==> config.mk <==
export PLATFORM = sky130hd
export DESIGN_NAME = pipe_spawn_ctrl
export DESIGN_NICKNAME = d
export VERILOG_FILES = /design/src/rtl/pipe_spawn_ctrl.sv
export SDC_FILE = /design/constraint.sdc
export NUM_CORES = 1
export LEC_CHECK = 0
export ABC_AREA = 0
export BUFFER_PORTS_ARGS = -buffer_cell sky130_fd_sc_hd__buf_2
export CAP_MARGIN = 5
export CORE_UTILIZATION = 40
export DETAILED_ROUTE_END_ITERATION = 8
export HOLD_SLACK_MARGIN = 0.05
export PLACE_DENSITY = 0.63
export SYNTH_ARGS = -nofsm -noshare
export SYNTH_HDL_FRONTEND = slang
export SYNTH_SLANG_ARGS = --single-unit
==> constraint.sdc <==
create_clock -name clk -period 3.45 [get_ports clk]
set_input_delay 0.5175 -clock clk [delete_from_list [all_inputs] [get_ports clk]]
set_output_delay 0.5175 -clock clk [all_outputs]
set_load 0.05 [all_outputs]
==> src/rtl/pipe_spawn_ctrl.sv <==
// Paces pipe spawn requests during a game and picks a non-repeating gap position.
// Holds each request until acknowledged; game_on low aborts to IDLE.
module pipe_spawn_ctrl #(
  parameter int FIRST_DELAY  = 8,
  parameter int SPAWN_PERIOD = 16,
  parameter int GAP_MAX      = 5
) (
  input  logic       clk,
  input  logic       reset,
  input  logic       game_on,
  input  logic       tick,
  input  logic [2:0] rnd,
  input  logic       spawn_ack,
  output logic       lfsr_active,
  output logic       spawn_req,
  output logic [2:0] gap_pos,
  output logic [7:0] pipes_spawned
);

  localparam int MAXP = (FIRST_DELAY > SPAWN_PERIOD) ? FIRST_DELAY : SPAWN_PERIOD;
  localparam int CW   = $clog2(MAXP + 1);
  localparam logic [CW-1:0] FD  = CW'(FIRST_DELAY);
  localparam logic [CW-1:0] SP  = CW'(SPAWN_PERIOD);
  localparam logic [CW-1:0] ONE = CW'(1);
  localparam logic [2:0]    GM  = 3'(GAP_MAX);

  typedef enum logic [1:0] {IDLE, COUNT, REQUEST} state_t;

  state_t        state, state_nx;
  logic [CW-1:0] cnt, cnt_nx, limit, limit_nx;
  logic [2:0]    prev_gap, prev_gap_nx, gap_nx, g_clamp, g_pick;
  logic          spawn_req_nx;
  logic [7:0]    pipes_nx;

  // Clamp the random value, then step past a repeat of the previous gap.
  always_comb begin
    g_clamp = (rnd > GM) ? GM : rnd;
    g_pick  = g_clamp;
    if (g_clamp == prev_gap) begin
      g_pick = (g_clamp == GM) ? 3'd0 : g_clamp + 3'd1;
    end
  end

  always_comb begin
    state_nx     = state;
    cnt_nx       = cnt;
    limit_nx     = limit;
    prev_gap_nx  = prev_gap;
    gap_nx       = gap_pos;
    spawn_req_nx = spawn_req;
    pipes_nx     = pipes_spawned;
    if (!game_on) begin
      state_nx     = IDLE;
      spawn_req_nx = 1'b0;
      cnt_nx       = '0;
    end else begin
      case (state)
        IDLE: begin
          state_nx     = COUNT;
          cnt_nx       = '0;
          limit_nx     = FD;
          pipes_nx     = 8'd0;
          prev_gap_nx  = 3'd0;
          spawn_req_nx = 1'b0;
        end
        COUNT: begin
          if (tick) begin
            cnt_nx = cnt + ONE;
            if (cnt == limit - ONE) begin
              state_nx     = REQUEST;
              spawn_req_nx = 1'b1;
              gap_nx       = g_pick;
              prev_gap_nx  = g_pick;
            end
          end
        end
        REQUEST: begin
          if (spawn_ack) begin
            state_nx     = COUNT;
            spawn_req_nx = 1'b0;
            cnt_nx       = '0;
            limit_nx     = SP;
            if (pipes_spawned != 8'hFF) pipes_nx = pipes_spawned + 8'd1;
          end
        end
        default: state_nx = IDLE;
      endcase
    end
  end

  always_ff @(posedge clk) begin
    if (reset) begin
      state         <= IDLE;
      cnt           <= '0;
      limit         <= FD;
      prev_gap      <= 3'd0;
      gap_pos       <= 3'd0;
      spawn_req     <= 1'b0;
      pipes_spawned <= 8'd0;
      lfsr_active   <= 1'b0;
    end else begin
      state         <= state_nx;
      cnt           <= cnt_nx;
      limit         <= limit_nx;
      prev_gap      <= prev_gap_nx;
      gap_pos       <= gap_nx;
      spawn_req     <= spawn_req_nx;
      pipes_spawned <= pipes_nx;
      lfsr_active   <= (state_nx != IDLE);
    end
  end

endmodule

==> results of run 1 <==
==> cells in the mapped netlist, types with 3 or more instances <==
library cell and number:
a211oi_1 3, xor2_1 4, dfxtp_1 25, nand3_1 3
a21oi_1 13, o2111ai_1 3, or3_1 4, nor2_1 13
nor2b_1 5, o21ai_0 10, nand2_1 9, xnor2_1 4
and3_1 4, nand2b_1 10, clkbuf_1 4, mux2i_1 3
==> registers in the layout (all words and copies together) (netlist names) <==
signal / count
cnt: 5
gap_pos: 3
lfsr_active: 1
limit: 2
pipes_spawned: 8
prev_gap: 3
spawn_req: 1
state: 2
==> power groups by stage <==
stage / clock network [uW] / logic, uW / registers [uW]
2_1_floorplan: 0 / 25.7 / 306
3_3_place_gp: 0 / 41.9 / 302
3_5_place_dp: 0 / 42.5 / 303
5_1_grt: 150 / 47.0 / 297
4_1_cts: 137 / 42.4 / 296
6_report: 128 / 42.5 / 296
==> per-stage QoR <==
stage,utilization (%),hold WS (ps),cells
finish,47.1,475,210
detailed placement,46.3,458,206
global placement,46.3,444,206
CTS,47.1,476,210
global route,47.1,471,210
floorplan,-,431,146
==> area by class of cell <==
class	instances	area, um2	area share (%)
flip-flops and latches	25	500	35.1
inverters	2	7.51	0.526
multi-input cells	115	738	51.7
well taps	44	55.1	3.86
clock buffers	4	26.3	1.84
repair buffers	20	100	7.01
==> final timing paths <==
kind / start / endpoint / slack, ps / cells after the start
hold / removal: limit[3]$_SDFFE_PP1P_ / limit[3]$_SDFFE_PP1P_ / 470 / 2
setup / recovery: cnt[0]$_SDFFE_PP0P_ / prev_gap[1]$_SDFFE_PP0P_ / 1690 / 5
hold reg to reg: limit[3]$_SDFFE_PP1P_ / limit[3]$_SDFFE_PP1P_ / 470 / 2
setup reg to reg: cnt[0]$_SDFFE_PP0P_ / prev_gap[1]$_SDFFE_PP0P_ / 1690 / 5
==> worst max-delay path: stages, from the launching register on <==
cell and delay, ps:
dfxtp_1 400, ha_1 200, and3_1 230, nand3_1 190
or4_4 540, o22ai_1 150
==> cell families after synthesis <==
| kind of cell | Yosys count |
|---|---|
| buffers and inverters | 6 |
| xor gates and xnor gates | 8 |
| adders and majority gates | 2 |
| muxes | 4 |
| DFF | 25 |
| AOI/OAI and AO/OA | 39 |
| and+or+nand+nor | 62 |
==> layer usage <==
metal | vias to the layer above | part of all wire (%) | wire length (um)
met2 | 23 | 44 | 1090
met5 | - | 0 | 0
met1 | 482 | 50 | 1240
li1 | 572 | - | -
met3 | 2 | 4.6 | 114
met4 | 0 | 0.77 | 19
==> reports/results.ini, run 1 <==
[placement]
numPortBuffers = 20
finalWeightedCongestion = 0.742
placed_cell_area_um2 = 1400
hpwl_um = 1830
place_ws_ps = 1600

[layout]
layout_commonest_cell = dfxtp_1
layout.nets = 177
fillers = 308
design_area_um2 = 1430
final_cell_mix = 25 x dfxtp_1, 20 x buf_2, 13 x nor2_1, 13 x a21oi_1
syn_to_final_growth_pct = 13.2
drive_above_1_share_pct = 18.1
num_antenna_cells = 0

[yosys]
syn_nets = 156
netlist_top_cells_area = dfxtp_1 40%, a21oi_1 5.2%, nand2b_1 5.0%
synth_edf_count = 0
synth_top_area_share_pct = 39.7
yosys.area.top_type = dfxtp_1
synth_area_um2 = 1260
ys_seq_area_share_pct = 39.7
synth_top_family_by_area = simple AND/OR/NAND/NOR gates
synth-xor-area-share_pct = 5.56
ys_ff_latch = 25
yosys_warnings = 0
syn_area_per_cell_um2 = 8.64
synthAdderAreaFrac_pct = 1.98
ys.flop_type = dfxtp_1
synth_compound_area_share_pct = 19.4
yosys.area_share.simple_pct = 28.0
synthMuxAreaShare_pct = 3.57
syn_inst = 146
async_reset_ff_share_pct = 0
ys_types = 38

[route]
ant_nets = 0
drtIter0Drc = 43
via_count = 1079
first_pass_iters = 4
vias_per_cell = 5.14
wirelength_um = 2460
route.detailed.drc = 0
wl_per_cell_um = 11.7

[timing]
rsz0062_at_grt = false
worst_slack_ps = 1690
relSlewSlack_pct = 68.0
max_freq_ghz = 0.567
period_share_pct = 51.1
tightest_slew_ps = 479
layout_min_cycle_time_ps = 1760
fin_skew_ps = 3.46
setup_tns_ps = 0
timing_hold_violations_final = 0
drv_slew = 0
setup_viol = 0

[status]
status = finished, final reports clean

[pwr]
power.total_uw = 467
power_frac_seq_pct = 63.5
p_sw_share_pct = 24.3
leakage_uw = 0.000545
clkPwrFrac_pct = 27.4
internal_power_uw = 353
peakVddDrop_mv = 0.210
power.density_nw_per_um2 = 327
p_switching_uw = 113
pwr-share-comb_pct = 9.1

[die]
io_pins = 21
initial_core_util_pct = 41.7
fp.dieW_um = 58.2
die_h_um = 58.2
core_um2 = 3030
fp-row-count = 20
die_area_um2 = 3380

[setup_path]
crit_type = flop to flop
start_kind = flop
required_ps = 3700
endpoint_kind = flop
crit_fanout = 6
arrival_ps = 2020

[cts]
clk_pin_slew_ps = 130
post_cts_buffers = 0
htreeDepth = 1
ctsResizeCount = 0
cts_tree = built
insertion_delay_ps = 310
cts.sinks = 25
cts_made_buffers = 3
cts_root_buf = clkbuf_4
cts_hold_buf = 0
clock_path_buffers = 2

[global_route]
grtUsageMet2_pct = 23.8
globalRouteMet3Util_pct = 4.69
top_usage_layer = met2
antenna_found_initial = 0
grt_first_pass_wirelength_um = 4080
grt_pass1_vias = 924
gr-usage-all-layers_pct = 15.5
grt_use_met1_pct = 21.1
grt_max_degree = 16
overflow = 0

[flow_run]
drv_cap = 0

[worst_hold_path]
hp-class = flop to flop

(Power assumes the default switching activity.)
==> inputs of run 2 (changes only) <==
==> constraint.sdc (replaced) <==
create_clock -name clk -period 1.8 [get_ports clk]
set_input_delay 0.27 -clock clk [delete_from_list [all_inputs] [get_ports clk]]
set_output_delay 0.27 -clock clk [all_outputs]
set_load 0.05 [all_outputs]
==> reports/results.ini, run 2 (synthesized netlist as in run 1, its figures left out) <==
[route]
drtIter0Drc = 40
ant_nets = 0
route.detailed.drc = 0
wirelength_um = 2570
first_pass_iters = 4
wl_per_cell_um = 12.0
vias_per_cell = 5.27
via_count = 1133

[global_route]
grt_max_degree = 16
grt_pass1_vias = 952
antenna_found_initial = 0
gr-usage-all-layers_pct = 16.0
grt_first_pass_wirelength_um = 4210
overflow = 0

[setup_path]
crit_fanout = 5
start_kind = flop
cpLargestDelayFamily = simple AND/OR/NAND/NOR gates
endpoint_kind = flop
path_cells = xnor2_2 > mux2_4 > or4_4 > o22ai_1
r2r_cells = 4
reg2reg_slack_ps = 120
r2r_end = prev_gap[1]$_SDFFE_PP0P_
reg2reg_from = limit[4]$_SDFFE_PP0P_
required_ps = 2070
crit_type = flop to flop
slowest_delay_ps = 520
slowest_stage = or4_4
crit_buf_inv = 0
arrival_ps = 1950

[layout]
multi_input_area_um2 = 747
largest_register = pipes_spawned
num_antenna_cells = 0
fillers = 318
layout.nets = 182
fin_cells = 215
drive_above_1_share_pct = 22.2
top_regs = pipes_spawned: 8 flops, cnt: 5 flops
final_cell_mix = 25 x dfxtp_1, 20 x buf_2, 13 x nor2_1, 13 x a21oi_1
seqCellArea_um2 = 500
layout_commonest_cell = dfxtp_1
syn_to_final_growth_pct = 17.2
fin_util_pct = 48.8
largest_reg_flops = 8

[timing]
period_share_pct = 93.3
max_freq_ghz = 0.595
rsz0062_at_grt = false
tightest_slew_ps = 385
setup_tns_ps = 0
worst_slack_ps = 120
layout_min_cycle_time_ps = 1680
timing_hold_violations_final = 0
relSlewSlack_pct = 73.6
drv_slew = 0
fin_skew_ps = 14.9
setup_viol = 0

[cts]
cts_hold_buf = 0
cts.sinks = 25
cts_root_buf = clkbuf_4
clock_path_buffers = 2
htreeDepth = 1
cts_tree = built
clk_pin_slew_ps = 150
cts_made_buffers = 3
insertion_delay_ps = 330

[die]
initial_core_util_pct = 41.7
io_pins = 21
die_area_um2 = 3380
core_um2 = 3030
fp.dieW_um = 58.2
die_h_um = 58.2
fp-row-count = 20

[flow_run]
drv_cap = 0

[pwr]
power.total_uw = 912
peakVddDrop_mv = 0.397
leakage_uw = 0.000569
power.density_nw_per_um2 = 617

[placement]
hpwl_um = 1930
place_inst = 211
numPortBuffers = 20
place_ws_ps = 108
finalWeightedCongestion = 0.736

[worst_hold_path]
hp-class = input port to flop
hold_start = spawn_ack
hold_depth = 3
min_to = limit[4]$_SDFFE_PP0P_

[status]
status = finished, final reports clean

[run 2: cell count changes in the layout (fill, tap and decap cells not counted), sizes merged]
cell,previous run,this run
clkbuf,4,3
clkinvlp,0,1
buf,20,25
[run 2: power breakdown]
part           internal, uW  total, uW  switching (uW)
Sequential              560        564            4.44
Combinational          33.0       89.7            56.7
Clock                  85.0        258             173
[run 2: what timing repair did]
| action | in CTS | in global routing |
|---|---|---|
| resized for setup | 0 | 2 |
| setup buffers | 0 | 0 |
| setup endpoints to repair | 0 | 1 |
[run 2: worst reg2reg max path, stage by stage, from the launching register on]
cell and delay [ps]:
dfxtp_1 360, xnor2_2 230, mux2_4 350, or4_4 520, o22ai_1 160
[run 2: area by class of cell]
type                    instances  area share, %
repair buffers                 25           9.31
clock buffers                   3           1.52
well taps                      44           3.73
flip-flops and latches         25           33.9
multi-input cells             115           50.6
clock inverters                 1          0.508
inverters                       2          0.508
[run 2: worst max-delay path by stage]
stage                                        from                            end  slack, ps  cells past startpoint
finish                      limit[4]$_SDFFE_PP0P_       prev_gap[1]$_SDFFE_PP0P_        120                      4
global placement            limit[4]$_SDFFE_PP0P_       prev_gap[1]$_SDFFE_PP0P_        160                      4
detailed placement            cnt[4]$_SDFFE_PP0P_       prev_gap[1]$_SDFFE_PP0P_        110                      4
CTS                           cnt[4]$_SDFFE_PP0P_       prev_gap[1]$_SDFFE_PP0P_         70                      4
floorplan           pipes_spawned[0]$_SDFFE_PP0P_  pipes_spawned[5]$_SDFFE_PP0P_         30                      5
global route                limit[4]$_SDFFE_PP0P_       prev_gap[1]$_SDFFE_PP0P_         30                      4
[run 2: routing by layer]
layer	vias up	GRT usage, %	wire length [um]
met1	518	22.3	1250
li1	589	-	-
met2	22	24.3	1170
met3	4	4.02	123
met5	-	0	0
met4	0	5.10	26
[run 2: metrics by stage]
stage	area [um2]	hold slack [ps]
finish	1480	227
global placement	1440	446
detailed placement	1440	455
CTS	1470	221
global route	1480	233
floorplan	1260	409
==> inputs of run 3 (changes only) <==
--- a/config.mk
+++ b/config.mk
@@ -15,3 +15,4 @@
 export SYNTH_ARGS = -nofsm -noshare
 export SYNTH_HDL_FRONTEND = slang
 export SYNTH_SLANG_ARGS = --single-unit
+export TNS_END_PERCENT = 1
==> constraint.sdc (replaced) <==
create_clock -name clk -period 1.7 [get_ports clk]
set_input_delay 0.255 -clock clk [delete_from_list [all_inputs] [get_ports clk]]
set_output_delay 0.255 -clock clk [all_outputs]
set_load 0.05 [all_outputs]
==> reports/results.ini, run 3 (synthesized netlist as in run 1, its figures left out) <==
[timing]
relSlewSlack_pct = 75.6
timing_hold_violations_final = 0
drv_slew = 0
fin_skew_ps = 1.23
tightest_slew_ps = 355
setup_viol = 0
whs_ps = 214
period_share_pct = 95.2
layout_min_cycle_time_ps = 1620
max_freq_ghz = 0.618

[route]
via_count = 1132
wirelength_um = 2660
ant_nets = 0
wl_per_cell_um = 12.2
drtIter0Drc = 58
vias_per_cell = 5.19
first_pass_iters = 4
route.detailed.drc = 0

[die]
die_area_um2 = 3380
fp-row-count = 20
initial_core_util_pct = 41.7
die_h_um = 58.2
fp.dieW_um = 58.2
core_um2 = 3030
io_pins = 21

[layout]
fillers = 293
layout_commonest_cell = dfxtp_1
largest_reg_flops = 8
top_regs = pipes_spawned: 8 flops, cnt: 5 flops
num_antenna_cells = 0
largest_register = pipes_spawned
layout.nets = 185
drive_above_1_share_pct = 27.0
syn_to_final_growth_pct = 20.4
final_cell_mix = 21 x dfxtp_1, 20 x buf_2, 13 x nor2_1, 13 x a21oi_1

[status]
status = finished, final reports clean

[pwr]
pwr-share-comb_pct = 10.3
p_switching_uw = 237
p_sw_share_pct = 24.7
leakage_uw = 0.000582
power_frac_seq_pct = 62.3
peakVddDrop_mv = 0.761
clkPwrFrac_pct = 27.4
internal_power_uw = 723
power.total_uw = 960
power.density_nw_per_um2 = 632

[global_route]
overflow = 0
antenna_found_initial = 0
grt_first_pass_wirelength_um = 4220
grt_pass1_vias = 985
gr-usage-all-layers_pct = 15.7
grt_max_degree = 15

[setup_path]
crit_fanout = 5
start_kind = flop
endpoint_kind = flop
crit_type = flop to flop
arrival_ps = 1880
required_ps = 1960

[cts]
cts_tree = built
cts_hold_buf = 0
insertion_delay_ps = 320
clock_path_buffers = 2
cts_made_buffers = 3
cts_root_buf = clkbuf_4
clk_pin_slew_ps = 130
cts.sinks = 25
htreeDepth = 1
post_cts_buffers = 0

[placement]
finalWeightedCongestion = 0.742
numPortBuffers = 20
hpwl_um = 1970

[flow_run]
drv_cap = 0

[worst_hold_path]
hp-class = input port to flop

## run 3: worst max-delay path, stage by stage, from the launching register on
cell and delay (ps):
dfxtp_1 410, xnor2_2 140, mux2_4 340, or4_4 510, o22ai_1 150
## run 3: area by class of cell
cell class / count / area, um2 / area share (%)
flip-flops and latches: 25 / 505 / 33.3
repair buffers: 28 / 160 / 10.5
well taps: 44 / 55.1 / 3.62
clock buffers: 4 / 26.3 / 1.73
multi-input cells: 115 / 764 / 50.3
inverters: 2 / 7.51 / 0.494
## run 3: final timing paths
kind	start	endpoint	slack, ps	depth (start not counted)
hold reg to reg	limit[3]$_SDFFE_PP1P_	limit[3]$_SDFFE_PP1P_	470	2
hold / removal	spawn_ack	limit[4]$_SDFFE_PP0P_	210	3
setup / recovery	cnt[4]$_SDFFE_PP0P_	prev_gap[1]$_SDFFE_PP0P_	80	4
setup reg to reg	cnt[4]$_SDFFE_PP0P_	prev_gap[1]$_SDFFE_PP0P_	80	4
## run 3: through the flow
| stage | cell area (um2) | util (%) | cells | setup slack [ps] | TNS (ps) |
|---|---|---|---|---|---|
| after floorplan | 1260 | - | 146 | 51.1 | 0 |
| after global placement | 1460 | 48.3 | 214 | 90.4 | 0 |
| after detailed placement | 1460 | 48.3 | 214 | 68.9 | 0 |
| after CTS | 1490 | 49.2 | 218 | 42.2 | 0 |
| after global routing | 1520 | 50.2 | 218 | -7.59 | -7.59 |
| final | 1520 | 50.2 | 218 | 81.4 | 0 |
## run 3: power by group through the flow
stage          clock [uW]  combinational, uW  sequential [uW]
3_3_place_gp            0               94.7              610
5_1_grt               292                109              599
3_5_place_dp            0               97.0              610
4_1_cts               273               97.3              598
6_report              263               99.0              598
2_1_floorplan           0               52.2              621
## run 3: repair_timing
action                                 4_1_cts  5_1_grt
setup endpoints to repair                    0        7
endpoints found under the hold margin        0        0
resized for setup                            0        7
## run 3: per-layer routing
metal	GRT usage, %	vias to the layer above	routed length (um)
li1	-	590	-
met1	21.5	524	1320
met2	25.6	18	1240
met3	4.69	0	99
met4	1.02	0	0
met5	0	-	0
